## src/rtl/csa_accum_if.sv

```systemverilog
// Handshake bundle between a csa stage and the carry-save accumulator.
interface csa_accum_if #(
  parameter int unsigned WIDTH     = 4,
  parameter int unsigned ACC_WIDTH = 8,
  parameter int unsigned CNT_WIDTH = 8
);
  logic                 in_valid;
  logic                 in_ready;
  logic [WIDTH-1:0]     in_sum;
  logic [WIDTH-1:0]     in_carry;
  logic                 in_last;
  logic                 out_valid;
  logic                 out_ready;
  logic [ACC_WIDTH-1:0] out_data;
  logic [CNT_WIDTH-1:0] out_count;
  logic                 busy;

  // Producer of beats / consumer of results.
  modport master (
    output in_valid, in_sum, in_carry, in_last, out_ready,
    input  in_ready, out_valid, out_data, out_count, busy
  );

  // The accumulator itself.
  modport slave (
    input  in_valid, in_sum, in_carry, in_last, out_ready,
    output in_ready, out_valid, out_data, out_count, busy
  );
endinterface

```

## src/rtl/csa_accum.sv

```systemverilog
// Carry-save accumulator: merges redundant (sum, carry) beats without carry
// propagation, then resolves the total with a chunked multi-cycle adder.
module csa_accum #(
  parameter int unsigned WIDTH     = 4,
  parameter int unsigned ACC_WIDTH = 8,
  parameter int unsigned CHUNK     = 2,
  parameter int unsigned CNT_WIDTH = 8
) (
  input logic        clk,
  input logic        rst_n,
  csa_accum_if.slave bus
);
  localparam int unsigned NumChunks = ACC_WIDTH / CHUNK;
  localparam int unsigned KW        = (NumChunks > 1) ? $clog2(NumChunks) : 1;

  typedef enum logic [1:0] {StAcc, StResolve, StDone} state_e;

  state_e               state_q;
  logic [ACC_WIDTH-1:0] acc_s_q;
  logic [ACC_WIDTH-1:0] acc_c_q;
  logic [ACC_WIDTH-1:0] out_data_q;
  logic [CNT_WIDTH-1:0] out_count_q;
  logic [KW-1:0]        chunk_q;
  logic                 chunk_cy_q;
  logic                 in_ready_q;
  logic                 out_valid_q;
  logic                 busy_q;

  logic [ACC_WIDTH-1:0] ext_sum;
  logic [ACC_WIDTH-1:0] ext_carry;
  logic [ACC_WIDTH-1:0] l1_s;
  logic [ACC_WIDTH-1:0] l1_c_sh;
  logic [ACC_WIDTH-1:0] l2_s;
  logic [ACC_WIDTH-1:0] l2_c_sh;
  logic [CHUNK:0]       chunk_add;
  logic                 accept;

  // Two 3:2 layers; carries are formed already shifted so the MSB carry drops out.
  always_comb begin
    ext_sum   = ACC_WIDTH'(bus.in_sum);
    ext_carry = ACC_WIDTH'({bus.in_carry, 1'b0});
    l1_s      = acc_s_q ^ acc_c_q ^ ext_sum;
    l1_c_sh   = {(acc_s_q[ACC_WIDTH-2:0] & acc_c_q[ACC_WIDTH-2:0]) |
                 (acc_s_q[ACC_WIDTH-2:0] & ext_sum[ACC_WIDTH-2:0]) |
                 (acc_c_q[ACC_WIDTH-2:0] & ext_sum[ACC_WIDTH-2:0]), 1'b0};
    l2_s      = l1_s ^ l1_c_sh ^ ext_carry;
    l2_c_sh   = {(l1_s[ACC_WIDTH-2:0] & l1_c_sh[ACC_WIDTH-2:0]) |
                 (l1_s[ACC_WIDTH-2:0] & ext_carry[ACC_WIDTH-2:0]) |
                 (l1_c_sh[ACC_WIDTH-2:0] & ext_carry[ACC_WIDTH-2:0]), 1'b0};
    chunk_add = {1'b0, acc_s_q[chunk_q*CHUNK +: CHUNK]} +
                {1'b0, acc_c_q[chunk_q*CHUNK +: CHUNK]} +
                (CHUNK+1)'(chunk_cy_q);
    accept    = bus.in_valid && in_ready_q;
  end

  // Control FSM with registered handshake outputs.
  always_ff @(posedge clk or negedge rst_n) begin
    if (!rst_n) begin
      state_q     <= StAcc;
      acc_s_q     <= '0;
      acc_c_q     <= '0;
      out_data_q  <= '0;
      out_count_q <= '0;
      chunk_q     <= '0;
      chunk_cy_q  <= 1'b0;
      in_ready_q  <= 1'b1;
      out_valid_q <= 1'b0;
      busy_q      <= 1'b0;
    end else begin
      unique case (state_q)
        StAcc: begin
          if (accept) begin
            acc_s_q <= l2_s;
            acc_c_q <= l2_c_sh;
            if (out_count_q != '1) out_count_q <= out_count_q + CNT_WIDTH'(1);
            if (bus.in_last) begin
              state_q    <= StResolve;
              in_ready_q <= 1'b0;
              busy_q     <= 1'b1;
              chunk_q    <= '0;
              chunk_cy_q <= 1'b0;
            end
          end
        end
        StResolve: begin
          out_data_q[chunk_q*CHUNK +: CHUNK] <= chunk_add[CHUNK-1:0];
          chunk_cy_q <= chunk_add[CHUNK];
          if (chunk_q == KW'(NumChunks - 1)) begin
            chunk_q     <= '0;
            state_q     <= StDone;
            out_valid_q <= 1'b1;
          end else begin
            chunk_q <= chunk_q + KW'(1);
          end
        end
        StDone: begin
          if (bus.out_ready) begin
            state_q     <= StAcc;
            acc_s_q     <= '0;
            acc_c_q     <= '0;
            chunk_cy_q  <= 1'b0;
            out_data_q  <= '0;
            out_count_q <= '0;
            out_valid_q <= 1'b0;
            in_ready_q  <= 1'b1;
            busy_q      <= 1'b0;
          end
        end
        default: state_q <= StAcc;
      endcase
    end
  end

  assign bus.in_ready  = in_ready_q;
  assign bus.out_valid = out_valid_q;
  assign bus.out_data  = out_data_q;
  assign bus.out_count = out_count_q;
  assign bus.busy      = busy_q;
endmodule

```

## src/flat_wrapper.sv

```systemverilog
// flat-port wrapper written by rule: the top's interface ports become plain ports
module csa_accum_flat 
#(
  parameter int unsigned WIDTH     = 4,
  parameter int unsigned ACC_WIDTH = 8,
  parameter int unsigned CHUNK     = 2,
  parameter int unsigned CNT_WIDTH = 8
)
  (clk, rst_n, bus_in_valid, bus_in_sum, bus_in_carry, bus_in_last, bus_out_ready, bus_in_ready, bus_out_valid, bus_out_data, bus_out_count, bus_busy);
  csa_accum_if #(.WIDTH(WIDTH), .ACC_WIDTH(ACC_WIDTH), .CNT_WIDTH(CNT_WIDTH)) bus_i ();
  input logic clk;
  input logic rst_n;
  input wire logic [$bits(bus_i.in_valid)-1:0] bus_in_valid;
  input wire logic [$bits(bus_i.in_sum)-1:0] bus_in_sum;
  input wire logic [$bits(bus_i.in_carry)-1:0] bus_in_carry;
  input wire logic [$bits(bus_i.in_last)-1:0] bus_in_last;
  input wire logic [$bits(bus_i.out_ready)-1:0] bus_out_ready;
  output wire logic [$bits(bus_i.in_ready)-1:0] bus_in_ready;
  output wire logic [$bits(bus_i.out_valid)-1:0] bus_out_valid;
  output wire logic [$bits(bus_i.out_data)-1:0] bus_out_data;
  output wire logic [$bits(bus_i.out_count)-1:0] bus_out_count;
  output wire logic [$bits(bus_i.busy)-1:0] bus_busy;
  assign bus_i.in_valid = bus_in_valid;
  assign bus_i.in_sum = bus_in_sum;
  assign bus_i.in_carry = bus_in_carry;
  assign bus_i.in_last = bus_in_last;
  assign bus_i.out_ready = bus_out_ready;
  assign bus_in_ready = bus_i.in_ready;
  assign bus_out_valid = bus_i.out_valid;
  assign bus_out_data = bus_i.out_data;
  assign bus_out_count = bus_i.out_count;
  assign bus_busy = bus_i.busy;
  csa_accum #(.WIDTH(WIDTH), .ACC_WIDTH(ACC_WIDTH), .CHUNK(CHUNK), .CNT_WIDTH(CNT_WIDTH)) u_core (.clk(clk), .rst_n(rst_n), .bus(bus_i));
endmodule
```

## config.mk

```make
export PLATFORM = sky130hd
export DESIGN_NAME = csa_accum_flat
export DESIGN_NICKNAME = d
export VERILOG_FILES = /design/src/rtl/csa_accum_if.sv /design/src/rtl/csa_accum.sv /design/src/flat_wrapper.sv
export SDC_FILE = /design/constraint.sdc
export NUM_CORES = 1
export LEC_CHECK = 0
export CAP_MARGIN = 20
export CORE_UTILIZATION = 45
export CTS_CLUSTER_SIZE = 25
export DETAILED_ROUTE_END_ITERATION = 10
export PLACE_DENSITY = 0.72
export SETUP_SLACK_MARGIN = 0.1
export SYNTH_ARGS = -nofsm -noshare
export SYNTH_HDL_FRONTEND = slang
export SYNTH_SLANG_ARGS = --single-unit
```

## constraint.sdc

```tcl
create_clock -name clk -period 3.3 [get_ports clk]
set_input_delay 0.495 -clock clk [delete_from_list [all_inputs] [get_ports clk]]
set_output_delay 0.495 -clock clk [all_outputs]
set_load 0.02 [all_outputs]
```

Word-level counts from Yosys, hierarchy flattened:

Index checks and enable logic that the tools add are counted.

* word-level logic and storage cells: 86
* output and inout bits: 19
* bits in registers: 40

* equal/unequal tests: 9
* bitwise operators: 14
* reductions and logical operators: 14
* $add $sub $neg: 5
* multiplexer cells: 30
* shifts and indexed selects: 4

Operator list (count)
* case mux 8 bit (2 select lines): 4
* 2-to-1 mux 8 bit: 5
* negation 3 -> 34 bit: 1
* variable shift 2 x 34 -> 8 bit (first input constant): 1
* indexed part select 2 x 34 -> 8 bit: 1
* bitwise OR 7 bit: 4
* AND reduction 4 bit: 4
* indexed part select 8 x 4 -> 2 bit: 2
* XOR 8 bit: 2
* AND 7 x 4 -> 7 bit: 2
* AND 7 x 5 -> 7 bit: 2
* AND 7 bit: 2
* 2-to-1 mux 2 bit: 7
* AND reduction 3 bit: 3
* adder 8 x 1 -> 8 bit (second input constant): 1
* bitwise mux 8 bit: 1
* != test 8 bit (second input constant): 1
* XOR 8 x 4 -> 8 bit: 1
* XOR 8 x 5 -> 8 bit: 1
* 2-to-1 mux 1 bit: 7
* != test 2 x 1 -> 1 bit (second input constant): 3
* case mux 1 bit (2 select lines): 3
* case mux 2 bit (3 select lines): 1
* nonzero test 2 bit: 3
* other kinds (12): 14

Longest topological paths before layout:

Gate-level depths: netlist of run 1.

* word-level depth: 8
* gate-level depth with buffers: 9
* mapped depth without buffers: 8

Worst setup path after synthesis of run 1:

No wires, ideal clock.

* kind: flip-flop to flip-flop
* start: reg u_core.chunk_q[0]
* end: reg u_core.out_data_q[7] (netlist: u_core.bus.out_data[7])
* slack: 1.030 ns
* buffers on the path: 1
* arrival: 2.205 ns
* required time: 3.234 ns
* period minus slack after synthesis: 2.270 ns
* cell stages (with the launch flop): 8
* cells stage by stage: dfrtp_1 -> clkbuf_1 -> mux4_2 -> fa_1 -> inv_1 -> fa_1 -> inv_1 -> a22o_1

* longest elaborated chain between the ends: 6
* elaborated cells on any way between the ends: 9
* those cells by class: add/sub: 3; shift: 4; mux: 2

Ends and longest elaborated chain
* start, declared: RTL line csa_accum.sv:23 `logic [KW-1:0] chunk_q;`
* start signal, assigned: RTL line csa_accum.sv:93 `chunk_q <= chunk_q + KW'(1);`
* indexed part select 8 x 4 -> 2 bit (on tied branches): RTL line csa_accum.sv:50, csa_accum.sv:51
* adder 2 x 2 -> 3 bit: RTL line csa_accum.sv:50 `chunk_add = {1'b0, acc_s_q[chunk_q*CHUNK +: CHUNK]} +`
* adder 3 x 1 -> 3 bit: RTL line csa_accum.sv:51 `{1'b0, acc_c_q[chunk_q*CHUNK +: CHUNK]} +`
* indexed part select 2 x 34 -> 8 bit: RTL line csa_accum.sv:86 `out_data_q[chunk_q*CHUNK +: CHUNK] <= chunk_add[CHUNK-1:0];`
* bitwise mux 8 bit *: RTL line csa_accum.sv:86
* case mux 8 bit (2 select lines) *: RTL line csa_accum.sv:70 `unique case (state_q)`
* end signal, assigned by index: RTL line csa_accum.sv:86
* end, declared: RTL line csa_accum.sv:21 `logic [ACC_WIDTH-1:0] out_data_q;`

Every way passes the cells marked *; elsewhere a longest branch is shown, timed or not.
A chain may end at the register's enable or synchronous reset.

Final worst setup path of run 1:

Ends and elaborated chain as after synthesis.

==> results of run 1 <==
routing by layer:
metal	part of all wire [%]	track usage [%]	up-vias
li1	-	-	772
met1	48	26.3	779
met2	48	28.1	28
met3	3.7	3.46	2
met4	0.61	6.22	0
met5	0	0	-
placed cells by master (no fill, tap or decap), types with 2 or more instances in the layout:
master / netlist / final
a211o_1: 3 / 3
a21oi_1: 12 / 12
a22o_1: 16 / 16
and3_1: 6 / 6
clkbuf_8: 0 / 8
clkdlybuf4s50_1: 0 / 30
dfrtp_1: 37 / 37
fa_1: 8 / 8
ha_1: 12 / 12
inv_1: 16 / 16
mux2i_1: 2 / 2
mux4_2: 2 / 2
nand2_1: 17 / 17
nand2b_1: 4 / 4
nand3_1: 4 / 4
nor2_1: 5 / 5
nor3_1: 4 / 4
o211ai_1: 2 / 2
o21ai_0: 11 / 11
o2bb2ai_1: 3 / 3
o311ai_0: 2 / 2
o31ai_1: 3 / 3
or2_2: 2 / 2
state kept, by name (all words and copies together) (netlist names), 2 cells and up:
name	count
u_core.acc_s_q	8
u_core.bus.out_count	8
u_core.bus.out_data	8
u_core.acc_c_q	6
u_core.chunk_q	2
u_core.state_q	2
power groups by stage:
stage	clock network, W	registers (W)	logic, W
2_1_floorplan	0	0.000475	0.00000619
3_3_place_gp	0	0.000474	0.0000323
3_5_place_dp	0	0.000474	0.0000322
4_1_cts	0.000383	0.000465	0.0000325
5_1_grt	0.000403	0.000465	0.0000364
6_report	0.000373	0.000465	0.0000310
cells by family after synthesis:
group           Yosys count  share of synthesized area [%]
fa+ha+maj                20                           14.8
flops                    38                           45.3
xor+xnor                  1                          0.417
buf+inv                  22                           4.05
compound gates           58                           19.8
mux                       5                           3.63
simple gates             49                           12.1
cell type report:
cell class / count / share of cell area (%)
Clock buffer: 8 / 4.29
Inverter: 16 / 2.34
Tap cell: 52 / 2.54
Sequential cell: 38 / 37.1
Multi-Input combinational cell: 133 / 41.5
Timing Repair Buffer: 32 / 12.2
final timing paths:
kind / startpoint / end / slack, ns / depth (start not counted)
max: u_core.chunk_q[0] / u_core.bus.out_data[7] / 1.00 / 6
max in group asynchronous: rst_n / u_core.acc_s_q[4] / 2.44 / 1
min: rst_n / u_core.bus.out_data[0] / 0.32 / 1
min in group clk: u_core.acc_s_q[7] / u_core.acc_s_q[7] / 0.50 / 1
max reg2reg: u_core.chunk_q[0] / u_core.bus.out_data[7] / 1.00 / 6
min reg2reg: u_core.acc_s_q[7] / u_core.acc_s_q[7] / 0.50 / 1
through the flow:
step | power [W] | utilization, % | hold slack (ns)
floorplan | 0.000481 | - | 0.199
global placement | 0.000507 | 55.6 | 0.477
detailed placement | 0.000507 | 55.6 | 0.477
CTS | 0.000881 | 58.1 | 0.352
global route | 0.000904 | 58.1 | 0.394
finish | 0.000869 | 58.1 | 0.315
==> flow_metrics.env, run 1 <==
export IMPL_setup_tns_ns=0
export IMPL_critPathArrivalTime_ns=2.52
export IMPL_seq_power_share_pct=53.5
export IMPL_yosysSeqAreaShare_pct=45.3
export IMPL_final_cells=279
export IMPL_drv_slew=0
export IMPL_cts_root_buf="clkbuf_8"
export IMPL_firstDrtPassIters=4
export IMPL_setup_viol=0
export IMPL_layout_drive_gt1_share_pct=7.93
export IMPL_numCtsBuffers=5
export IMPL_synth_flop_cell="dfrtp_1"
export IMPL_grt_max_degree=39
export IMPL_die_w_um=70.3
export IMPL_p_clk_share_pct=42.9
export IMPL_antenna_found_initial=0
export IMPL_pwr_share_comb_pct=3.6
export IMPL_yosys_warnings=0
export IMPL_synthCells=193
export IMPL_finalInstanceArea_sq_um=2560
export IMPL_worstPathMaxFanout=9
export IMPL_slowest_stage="mux4_2"
export IMPL_switching_share_pct=20.4
export IMPL_p_int_w=0.000691
export IMPL_path_buf_inv=2
export IMPL_rsz0062_at_grt="no"
export IMPL_max_slew_margin_rel_pct=43.1
export IMPL_p_sw_w=0.000178
export IMPL_diodes=0
export IMPL_placed_cell_area_sq_um=2450
export IMPL_via_per_inst=5.67
export IMPL_worst_pin_slew_ns=0.854
export IMPL_design_die_area_sq_um=4950
export IMPL_cts_tree="yes"
export IMPL_multi_input_area_sq_um=1060
export IMPL_postCtsResizedCells=0
export IMPL_ys_ff_latch=38
export IMPL_num_rows=24
export IMPL_h_tree_depth=2
export IMPL_cts_setup_buffers=0
export IMPL_cts_buffer_depth=2
export IMPL_synth_area_leaders="dfrtp_1 44%, fa_1 7.6%, ha_1 7.1%"
export IMPL_hold_viol=0
export IMPL_fmax_mhz=435
export IMPL_gr_total_overflow=0
export IMPL_dpl_hpwl_mm=2.89
export IMPL_maxCapViolations=0
export IMPL_synth_area_sq_um=2100
export IMPL_coreArea_sq_um=4410
export IMPL_grt_first_pass_wirelength_mm=7.21
export IMPL_drtAntennaViolNets=0
export IMPL_fill_cells=354
export IMPL_num_nets_final=259
export IMPL_io_buffers=31
export IMPL_totalWireLength_mm=4.09
export IMPL_post_route_min_period_ns=2.30
export IMPL_outcome="finished, final reports clean"
export IMPL_placed_cells=271
export IMPL_min_period_over_period_pct=69.6
export IMPL_cp_required_ns=3.52
export IMPL_crit_chain="mux4_2 > fa_1 > inv_1 > fa_1 > inv_1 > a22o_1"
export IMPL_synth_commonest_cells="37 x dfrtp_1, 17 x nand2_1, 16 x a22o_1, 16 x inv_1"
export IMPL_via_count=1581
export IMPL_regArea_sq_um=952
export IMPL_cpLargestDelayFamily="adder cells"
export IMPL_place_gp_congestion=0.780
export IMPL_yosysTopAreaCell="dfrtp_1"
export IMPL_routedWlPerCell_um=14.7
export IMPL_syn_num_nets=226
export IMPL_drt_iter0_markers=98
export IMPL_dieHeight_um=70.3
export IMPL_pre_cts_ws_ns=1.01
export IMPL_postSynthAreaPerCell_sq_um=10.9
export IMPL_powerDensity_nw_per_um2=339
export IMPL_fin_ws_ns=1.00
export IMPL_leakage_nw=1.18
export IMPL_end_kind="flop"
export IMPL_syn2layout_area_growth_pct=22.0
export IMPL_grt_pass1_vias=1570
export IMPL_startpoint_type="flop"
export IMPL_start_util_pct=47.6
export IMPL_synth_distinct_cells=39
export IMPL_clkTransAtPathRegs_ns=0.08
export IMPL_grt_usage_pct=18.4
export IMPL_clk_latency_ns=0.28
export IMPL_ir_drop_v=0.000254
export IMPL_crit_type="reg2reg"
export IMPL_postCtsHoldBufs=0
export IMPL_route_detailed_drc=0
export IMPL_min_path_type="in2async"
export IMPL_netlist_area_leader_share_pct=44.0
export IMPL_ys_async_sr_fraction_pct=100
export IMPL_max_stage_delay_ns=0.56
export IMPL_fin_worst_skew_ns=0.00474
export IMPL_cts_sinks=38
export IMPL_pin_count=32
export IMPL_synth_most_common_cell="dfrtp_1"
export IMPL_synth_edff_count=0
Power figures use the tool's default switching activity.
==> run 2, diff against run 1 <==
- clock period: 3.3 -> 2.3 ns (I/O delays scaled with it)
==> flow_metrics.env, run 2 (same netlist as run 1, synthesis figures left out) <==
export IMPL_outcome="finished, final reports clean"
export IMPL_die_w_um=70.3
export IMPL_hold_ws_ns=0.154
export IMPL_met2_usage_pct=31.1
export IMPL_worst_pin_slew_ns=0.838
export IMPL_cts_root_buf="clkbuf_8"
export IMPL_startpoint_type="flop"
export IMPL_critPathArrivalTime_ns=2.31
export IMPL_postCtsHoldBufs=0
export IMPL_grt_busiest_layer="met2"
export IMPL_design_die_area_sq_um=4950
export IMPL_final_common_cell="dfrtp_1"
export IMPL_num_rows=24
export IMPL_end_kind="flop"
export IMPL_num_nets_final=264
export IMPL_crit_type="reg2reg"
export IMPL_min_path_type="in2async"
export IMPL_pin_count=32
export IMPL_max_slew_margin_rel_pct=44.1
export IMPL_route_detailed_drc=0
export IMPL_postCtsResizedCells=0
export IMPL_cts_buffer_depth=2
export IMPL_firstDrtPassIters=5
export IMPL_fmax_mhz=481
export IMPL_dieHeight_um=70.3
export IMPL_antenna_found_initial=0
export IMPL_grt_max_degree=39
export IMPL_clk_latency_ns=0.29
export IMPL_grt_pass1_vias=1648
export IMPL_grtUsageMet1_pct=26.7
export IMPL_pre_cts_ws_ns=0.192
export IMPL_drt_iter0_markers=115
export IMPL_hold_viol=0
export IMPL_post_route_min_period_ns=2.08
export IMPL_powerDensity_nw_per_um2=445
export IMPL_coreArea_sq_um=4410
export IMPL_h_tree_depth=2
export IMPL_rsz0062_at_grt="no"
export IMPL_cts_sinks=38
export IMPL_setup_tns_ns=0
export IMPL_layout_drive_gt1_share_pct=8.66
export IMPL_place_gp_congestion=0.804
export IMPL_final_cell_mix="37 x dfrtp_1, 30 x clkdlybuf4s50_1, 17 x nand2_1, 16 x inv_1, 16 x a22o_1"
export IMPL_drtAntennaViolNets=0
export IMPL_maxCapViolations=0
export IMPL_diodes=0
export IMPL_placed_cell_area_sq_um=2490
export IMPL_setup_viol=0
export IMPL_worstPathMaxFanout=3
export IMPL_finalInstanceArea_sq_um=2570
export IMPL_clkTransAtPathRegs_ns=0.07
export IMPL_via_per_inst=5.81
export IMPL_syn2layout_area_growth_pct=22.2
export IMPL_routedWlPerCell_um=15.1
export IMPL_via_count=1644
export IMPL_ir_drop_v=0.000216
export IMPL_fin_worst_skew_ns=0.00662
export IMPL_grt_usage_pct=19.6
export IMPL_start_util_pct=47.6
export IMPL_numCtsBuffers=5
export IMPL_cts_setup_buffers=0
export IMPL_grt_first_pass_wirelength_mm=7.65
export IMPL_io_buffers=31
export IMPL_dpl_hpwl_mm=3.11
export IMPL_gr_total_overflow=0
export IMPL_drv_slew=0
export IMPL_grtUsageMet3_pct=3.46
export IMPL_totalWireLength_mm=4.28
export IMPL_cts_tree="yes"
export IMPL_cp_required_ns=2.53
export IMPL_min_period_over_period_pct=90.4
export IMPL_fin_ws_ns=0.221
export IMPL_leakage_nw=1.19
[run 2: changes by cell type in the layout (fill, tap and decap cells not counted)]
cell,before,now
buf_4,1,6
clkbuf_8,8,5
clkbuf_1,0,2
[run 2: power breakdown]
group / internal [W] / total (W) / switching (W)
registers: 0.000668 / 0.000668 / 0
clock network: 0.000209 / 0.000430 / 0.000221
logic: 0.0000218 / 0.0000451 / 0.0000233
total: 0.000899 / 0.00114 / 0.000244
[run 2: worst paths after layout]
path	start	end	slack (ns)	cells after the start
setup / recovery	u_core.acc_s_q[6]	u_core.bus.out_data[7]	0.22	6
hold / removal	rst_n	u_core.bus.out_data[1]	0.15	1
setup reg to reg	u_core.acc_s_q[6]	u_core.bus.out_data[7]	0.22	6
hold reg to reg	u_core.acc_s_q[7]	u_core.acc_s_q[7]	0.48	1
max in group asynchronous	rst_n	u_core.acc_c_q[4]	1.61	1
min in group clk	u_core.acc_s_q[7]	u_core.acc_s_q[7]	0.48	1
[run 2: final cells by class]
class | count | area [sq um]
Multi-Input combinational cell | 133 | 1060
Inverter | 16 | 60.1
Tap cell | 52 | 65.1
Sequential cell | 38 | 952
Fill cell | 394 | 1850
Timing Repair Buffer | 37 | 350
Clock buffer | 7 | 76.3
[run 2: layer usage]
metal	wire (um)	vias up	part of all wire [%]
met1	2050	823	48
met3	119	7	2.8
met2	2030	33	48
li1	-	781	-
met4	70	0	1.6
met5	0	-	0
[run 2: through the flow]
| step | total power, W | std cells | util [%] |
|---|---|---|---|
| floorplan | 0.000690 | 193 | - |
| global placement | 0.000726 | 276 | 56.5 |
| detailed placement | 0.000728 | 276 | 56.5 |
| CTS | 0.00116 | 283 | 58.2 |
| global route | 0.00119 | 283 | 58.2 |
| finish | 0.00114 | 283 | 58.2 |
[run 2: worst max-delay path, cell delays in order (launching register included)]
cell	delay, ns
dfrtp_1	0.41
mux4_2	0.49
fa_1	0.37
inv_1	0.07
fa_1	0.45
inv_1	0.09
a22o_1	0.13
==> RTL change: new RTL, settings of run 1 <==
`WIDTH` is set to 4 in 3 places; all go to 6.
--- a/src/rtl/csa_accum_if.sv
+++ b/src/rtl/csa_accum_if.sv
@@ -1,6 +1,6 @@
 // Handshake bundle between a csa stage and the carry-save accumulator.
 interface csa_accum_if #(
-  parameter int unsigned WIDTH     = 4,
+  parameter int unsigned WIDTH     = 6,
   parameter int unsigned ACC_WIDTH = 8,
   parameter int unsigned CNT_WIDTH = 8
 );
--- a/src/rtl/csa_accum.sv
+++ b/src/rtl/csa_accum.sv
@@ -1,7 +1,7 @@
 // Carry-save accumulator: merges redundant (sum, carry) beats without carry
 // propagation, then resolves the total with a chunked multi-cycle adder.
 module csa_accum #(
-  parameter int unsigned WIDTH     = 4,
+  parameter int unsigned WIDTH     = 6,
   parameter int unsigned ACC_WIDTH = 8,
   parameter int unsigned CHUNK     = 2,
   parameter int unsigned CNT_WIDTH = 8
--- a/src/flat_wrapper.sv
+++ b/src/flat_wrapper.sv
@@ -1,7 +1,7 @@
 // flat-port wrapper written by rule: the top's interface ports become plain ports
 module csa_accum_flat 
 #(
-  parameter int unsigned WIDTH     = 4,
+  parameter int unsigned WIDTH     = 6,
   parameter int unsigned ACC_WIDTH = 8,
   parameter int unsigned CHUNK     = 2,
   parameter int unsigned CNT_WIDTH = 8
Interface: changed (resized bus_in_carry and bus_in_sum); port bits go from 32 to 36. The function was not compared with the original's and may differ.
==> RTL change against run 1 <==
The flow now finishes with violations (DRC); first-iteration DRC count is 30% higher; sequential cell count stayed put; setup slack worse by 0.18 ns; sequential share of layout area down 0.76 points; area after synthesis grew 2.3%; fmax shrank 7.1%; design area increased by 2.1%; wire length rose by 10%; critical path type unchanged; highest routed layer unchanged.
Power is not compared: it rests on default switching activity, and its combinational part moved more than twofold at a synthesized area within 25%.
==> RTL change: results (changes against run 1) <==
outcome: "finished with violations"
violations: "DRC"
grt_util_met3_pct: 3.85  # +0.38 points
rrSetupSlack_ns: 0.83  # -0.18 ns
dp_hpwl_um: 3280  # +14%
grt_pass1_wl_um: 7960  # +10%
grt_use_met1_pct: 31.1  # +4.8 points
crit_end: "u_core.bus.out_data[5]"
grt_pass1_vias: 1573  # +0.19%
via_per_inst: 5.60  # -1.2%
io_buffers: 35  # +13%
nets: 265  # +2.3%
place.gp.congestion: 0.803  # +2.9%
met2_usage_pct: 30.6  # +2.4 points
stdcell_count: 281  # +0.72%
synthTopCellsByCount: "dfrtp_1 (37), nand2_1 (23), inv_1 (15)"
syn_area_per_cell_um2: 11.1  # +2.3%
syn_nets: 230  # +1.8%
drc_errors: 1  # +1
track_usage_pct: 20.9  # +2.5 points
ys_seq_area_share_pct: 44.3  # -1.0 points
synth_cell_types: 42  # +7.7%
worstHoldPathType: "in2async"
drt_first_pass_iters: 7  # +3
cts_made_buffers: 5  # unchanged
wl_per_cell_um: 16.0  # +9.3%
dpl-instance-area_um2: 2530  # +3.0%
finalClockSkew_ns: 0.00433  # -0.000418 ns
cts_setup_buffers: 0  # unchanged
n_fill_cell: 386  # +9.0%
synth_top_cells_by_area: "dfrtp_1 (43%), fa_1 (11%), ha_1 (4.7%)"
async_flop_share_pct: 100  # unchanged
layout-drive-gt1-share_pct: 7.42  # -0.51 points
slew_headroom_pct: 44.7  # +1.6 points
## RTL change: power breakdown
group          switching [mW]  total, mW  internal (mW)
combinational           0.566       1.08          0.513
sequential              0.197      0.836          0.639
clock                   0.166      0.335          0.169
## RTL change: worst min-delay path by stage
stage                                         to  slack (ns)  cells after the start
after detailed placement  u_core.bus.out_data[3]        0.47                      2
after floorplan                u_core.acc_c_q[2]        0.20                      0
after CTS                 u_core.bus.out_data[2]        0.32                      1
after global placement    u_core.bus.out_data[0]        0.46                      2
after global routing           u_core.acc_s_q[3]        0.37                      1
final                     u_core.bus.out_data[2]        0.29                      1
## RTL change: per-layer routing
layer	wire, µm	part of all wire, %	up-vias
met4	70	1.6	0
met5	0	0	-
li1	-	-	766
met1	2250	50	768
met2	2050	45	36
met3	135	3.0	4
## RTL change: layout make-up
class	count	area, µm²	share of cell area, %
clock inverter	1	5.00	0.191
multi-input combinational	133	1110	42.3
tap	52	65.1	2.48
inverter	15	56.3	2.15
timing repair buffer	35	345	13.2
clock buffer	7	86.3	3.30
sequential	38	952	36.4
## RTL change: critical path: stages, from the launching register on
cell	delay [ns]
dfrtp_1	0.53
mux4_2	0.57
fa_1	0.38
inv_1	0.08
fa_1	0.45
o41ai_1	0.36
## RTL change: cell families (layout without fill, tap and decap cells)
group / after synthesis / after routing / share of synthesized area [%]
simple gates: 55 / 55 / 14.7
compound gates: 51 / 51 / 16.7
flops: 38 / 38 / 44.3
buf+inv: 22 / 58 / 4.19
fa+ha+maj: 20 / 20 / 15.8
mux: 6 / 6 / 3.96
xor+xnor: 1 / 1 / 0.407
